<file path="src/rtl/send_ctrl_pkg.sv">
// send_ctrl_pkg: shared types and defaults
// for the toggle-handshake sender.
package send_ctrl_pkg;

  typedef enum logic {
    IDLE     = 1'b0,
    WAIT_ACK = 1'b1
  } send_state_e;

  localparam int WIDTH_D_DEF = 8;

endpackage

</file>
<file path="src/rtl/sync_2ff.sv">
// sync_2ff: two-flop synchronizer for a
// single level crossing into the clk domain.
module sync_2ff (
  input  logic clk,
  input  logic rst_n,
  input  logic d,
  output logic q
);

  logic s1_q;
  logic s1_d;
  logic s2_q;
  logic s2_d;

  // shift the async level through two flops
  always_comb begin
    s1_d = d;
    s2_d = s1_q;
  end

  // sync chain registers
  always_ff @(posedge clk or negedge rst_n) begin
    if (!rst_n) begin
      s1_q <= 1'b0;
      s2_q <= 1'b0;
    end else begin
      s1_q <= s1_d;
      s2_q <= s2_d;
    end
  end

  assign q = s2_q;

endmodule

</file>
<file path="src/rtl/send_control.sv">
// send_control: toggle-request sender with level-compare ack.
// Optional ack timeout enabled by macro SEND_TIMEOUT_EN.
module send_control
  import send_ctrl_pkg::*;
#(
  parameter int WIDTH_D     = WIDTH_D_DEF,
  parameter int TIMEOUT_CYC = 255
) (
  input  logic               bclk,
  input  logic               brst_n,
  input  logic [WIDTH_D-1:0] bdin,
  input  logic               bload,
  output logic               bready,
  input  logic               a_ack,
  output logic [WIDTH_D-1:0] bdata,
  output logic               b_req,
  output logic               bdone,
  output logic               berr
);

  if (TIMEOUT_CYC < 1) begin : g_bad_timeout
    $error("TIMEOUT_CYC must be at least 1");
  end

  send_state_e        state_q;
  send_state_e        state_d;
  logic [WIDTH_D-1:0] bdata_q;
  logic [WIDTH_D-1:0] bdata_d;
  logic               b_req_q;
  logic               b_req_d;
  logic               bdone_q;
  logic               bdone_d;
  logic               a_ack_s;
  logic               ack_match;

  sync_2ff u_sync (
    .clk   (bclk),
    .rst_n (brst_n),
    .d     (a_ack),
    .q     (a_ack_s)
  );

  // level compare: a missed ack edge still matches later
  assign ack_match = (a_ack_s == b_req_q);

  // next-state, capture and toggle
  always_comb begin
    state_d = state_q;
    bdata_d = bdata_q;
    b_req_d = b_req_q;
    bdone_d = 1'b0;
    unique case (state_q)
      IDLE: begin
        if (bload && ack_match) begin
          bdata_d = bdin;
          b_req_d = ~b_req_q;
          state_d = WAIT_ACK;
        end
      end
      WAIT_ACK: begin
        if (ack_match) begin
          state_d = IDLE;
          bdone_d = 1'b1;
        end
      end
      default: state_d = IDLE;
    endcase
  end

  // FSM and payload registers
  always_ff @(posedge bclk or negedge brst_n) begin
    if (!brst_n) begin
      state_q <= IDLE;
      bdata_q <= '0;
      b_req_q <= 1'b0;
      bdone_q <= 1'b0;
    end else begin
      state_q <= state_d;
      bdata_q <= bdata_d;
      b_req_q <= b_req_d;
      bdone_q <= bdone_d;
    end
  end

  assign bready = (state_q == IDLE);
  assign bdata  = bdata_q;
  assign b_req  = b_req_q;
  assign bdone  = bdone_q;

`ifdef SEND_TIMEOUT_EN
  localparam int CW = $clog2(TIMEOUT_CYC + 1);
  localparam logic [CW-1:0] T_MAX = CW'(TIMEOUT_CYC);

  logic [CW-1:0] cnt_q;
  logic [CW-1:0] cnt_d;
  logic          berr_q;
  logic          berr_d;

  // saturating wait counter, cleared on each new transfer
  always_comb begin
    cnt_d  = cnt_q;
    berr_d = berr_q;
    if (state_q == IDLE) begin
      if (state_d == WAIT_ACK) begin
        cnt_d = '0;
      end
    end else begin
      if (cnt_q != T_MAX) begin
        cnt_d = cnt_q + CW'(1);
      end
      if (cnt_d == T_MAX) begin
        berr_d = 1'b1;
      end
    end
  end

  // timeout registers; berr is sticky until reset
  always_ff @(posedge bclk or negedge brst_n) begin
    if (!brst_n) begin
      cnt_q  <= '0;
      berr_q <= 1'b0;
    end else begin
      cnt_q  <= cnt_d;
      berr_q <= berr_d;
    end
  end

  assign berr = berr_q;
`else
  assign berr = 1'b0;
`endif

endmodule

</file>
<file path="config.mk">
export PLATFORM = sky130hd
export DESIGN_NAME = send_control
export DESIGN_NICKNAME = d
export VERILOG_FILES = /design/src/rtl/send_ctrl_pkg.sv /design/src/rtl/sync_2ff.sv /design/src/rtl/send_control.sv
export SDC_FILE = /design/constraint.sdc
export NUM_CORES = 1
export LEC_CHECK = 0
export BUFFER_PORTS_ARGS = -buffer_cell sky130_fd_sc_hd__buf_4
export CORE_AREA = 5 5 43 45
export DETAILED_ROUTE_END_ITERATION = 12
export DIE_AREA = 0 0 48 50
export PLACE_DENSITY = 0.72
export SETUP_SLACK_MARGIN = 0.1
export SLEW_MARGIN = 10
export SYNTH_ARGS = -nofsm -noshare
export SYNTH_HDL_FRONTEND = slang
export SYNTH_SLANG_ARGS = --single-unit
</file>
<file path="constraint.sdc">
create_clock -name bclk -period 1.18 [get_ports bclk]
set_input_delay 0.236 -clock bclk [delete_from_list [all_inputs] [get_ports bclk]]
set_output_delay 0.236 -clock bclk [all_outputs]
set_load 0.01 [all_outputs]
</file>
==> flow_metrics.env <==
export IMPL_status="complete, but fails checks"
export IMPL_violations="negative setup slack"
export IMPL_multiInputGateArea_um2=179
export IMPL_num_fill_cells=130
export IMPL_final_cells=82
export IMPL_root_buffer="clkbuf_4"
export IMPL_clock_path_buffers=2
export IMPL_design_area_um2=807
export IMPL_ys_top_cells_by_area="dfrtp_1, mux2_2, xor2_2"
export IMPL_synth_ff_latch_count=13
export IMPL_dp_cells=72
export IMPL_finalMaxSlewViolations=0
export IMPL_synth_ff_type="dfrtp_1"
export IMPL_clock_sinks=13
export IMPL_timing_hold_ws_ns=0.0655
export IMPL_async_flop_share=1.00
export IMPL_ys_top_cells_by_count="dfrtp_1, mux2_2"
export IMPL_place_area_um2=693
export IMPL_grt_usage=0.105
export IMPL_htreeDepth=1
export IMPL_avgViaCountPerCell=4.43
export IMPL_skew_ns=0.00249
export IMPL_ios=24
export IMPL_r2r_cells=3
export IMPL_first_pass_iters=4
export IMPL_start_util=0.338
export IMPL_ys_types=12
export IMPL_io_buffer_count=22
export IMPL_rr_endpoint="bdata[7]$_DFFE_PN0P_"
export IMPL_power_density_nw_per_um2=2530
export IMPL_fmax_mhz=780
export IMPL_yosys_area_top_type_share=0.670
export IMPL_fin_setup_tns_ns=-0.727
export IMPL_regArea_um2=325
export IMPL_endpoint_kind="flip-flop"
export IMPL_ys_seq_area_frac=0.670
export IMPL_clk_latency_ns=0.27
export IMPL_hold_viol=0
export IMPL_die_h_um=50
export IMPL_gp_congestion=0.631
export IMPL_min_to="u_sync.s1_q$_DFF_PN0_"
export IMPL_yosys_warnings=0
export IMPL_grt_pass1_wl_um=1770
export IMPL_nNetsFinal=79
export IMPL_min_period_over_period=1.09
export IMPL_wl_per_cell_um=13.0
export IMPL_cts_tree="built"
export IMPL_diodes=0
export IMPL_synth_nets=43
export IMPL_setup_viol=10
export IMPL_fin_ws_ns=-0.102
export IMPL_hold_class="input pin to flip-flop"
export IMPL_rows=14
export IMPL_dr_total_vias=363
export IMPL_avgSynthCellArea_um2=15.7
export IMPL_pre_cts_ws_ns=-0.144
export IMPL_ir_drop_mv=1.16
export IMPL_drt_iter0_drc=2
export IMPL_area_growth_pct=66.2
export IMPL_rsz0062_at_grt="yes"
export IMPL_crit_arrival_ns=1.44
export IMPL_syn_inst=31
export IMPL_p_leak_nw=0.402
export IMPL_grt_pass1_vias=400
export IMPL_worstSetupPathType="flip-flop to flip-flop"
export IMPL_reg2reg_slack_ns=-0.10
export IMPL_die_w_um=48
export IMPL_antenna_found_initial=0
export IMPL_numCtsBuffers=3
export IMPL_hold_path_depth=1
export IMPL_worstPathRequired_ns=1.34
export IMPL_finalCriticalPeriod_ns=1.28
export IMPL_synth_edf_count=0
export IMPL_yosysTopAreaCell="dfrtp_1"
export IMPL_regToRegStartpoint="u_sync.q$_DFF_PN0_"
export IMPL_syn_area_um2=485
export IMPL_dieArea_um2=2400
export IMPL_path_clk_slew_ns=0.08
export IMPL_drv_cap=0
export IMPL_min_from="a_ack"
export IMPL_ant_nets=0
export IMPL_startpoint_type="flip-flop"
export IMPL_core_area_um2=1440
export IMPL_drc=0
export IMPL_drive_gt1_frac=0.712
export IMPL_crit_path_max_fanout=5
export IMPL_synth_most_common_cell="dfrtp_1"
export IMPL_grt_max_degree=14
export IMPL_overflow=0
export IMPL_routed_wl_um=1070
per-stage QoR:
step	total power, mW	utilization
floorplan	1.10	-
global placement	1.53	0.483
detailed placement	1.55	0.483
CTS	1.97	0.541
global route	2.17	0.562
finish	2.04	0.562
where the power goes:
| group | switching [mW] | internal [mW] | total [mW] | leakage [nW] |
|---|---|---|---|---|
| Clock | 0.144 | 0.131 | 0.275 | 0.0150 |
| Combinational | 0.378 | 0.649 | 1.03 | 0.231 |
| Sequential | 0.108 | 0.631 | 0.740 | 0.156 |
| Total | 0.631 | 1.41 | 2.04 | 0.402 |
logic make-up after synthesis:
group | Yosys count | synth area share
AND/OR/NAND/NOR | 4 | 0.0515
AO/OA/AOI/OAI | 2 | 0.0283
buffers and inverters | 2 | 0.0232
other | 1 | 0.00772
multiplexers | 8 | 0.186
flip-flops | 13 | 0.670
XOR/XNOR | 1 | 0.0335
flip-flops by register name (all words and copies together), names as in the netlist:
name,cells
bdata,8
b_req,1
bdone,1
state_q,1
u_sync.q,1
u_sync.s1_q,1
worst max-delay path, stage by stage, from the launching register on:
cell	delay, ns
dfrtp_1	0.41
xor2_2	0.22
nor2_4	0.18
mux2_2	0.36
final cells by class:
type | count | area share
clock buffer | 4 | 0.0326
inverter | 1 | 0.00775
multi-input combinational | 17 | 0.222
sequential | 13 | 0.403
tap | 16 | 0.0248
timing repair buffer | 31 | 0.310
metal layers:
metal,GRT usage,share of wire
met1,0.122,0.41
met2,0.165,0.51
met3,0.0545,0.076
met4,0.0269,0.0084
met5,0,0
cells in the final DEF, fill, tap and decap left out:
cell,n
o21ai_0,1
nor2_4,2
clkbuf_4,3
nand2_1,1
mux2_2,5
xor2_2,1
nand2b_4,1
buf_4,26
nor2_1,1
mux2_4,3
inv_4,1
dfrtp_1,13
dlygate4sd3_1,1
buf_6,4
a21o_2,1
clkbuf_1,1
conb_1,1
worst max path at each step:
stage,start,to,cells past startpoint
6_report,u_sync.q$_DFF_PN0_,bdata[7]$_DFFE_PN0P_,3
5_1_grt,u_sync.q$_DFF_PN0_,bdata[2]$_DFFE_PN0P_,3
4_1_cts,u_sync.q$_DFF_PN0_,bdata[7]$_DFFE_PN0P_,3
2_1_floorplan,b_req$_DFFE_PN0P_,bdata[0]$_DFFE_PN0P_,3
3_5_place_dp,u_sync.q$_DFF_PN0_,bdata[2]$_DFFE_PN0P_,3
3_3_place_gp,u_sync.q$_DFF_PN0_,bdata[5]$_DFFE_PN0P_,3
repair_timing:
item	in CTS	in global routing
setup endpoints to repair	10	15
setup buffers	1	3
pin swaps	2	1
gates cloned	1	0
hold endpoints to repair	13	0
hold buffers	1	0
gates resized for setup	10	2
(Power assumes the default switching activity.)
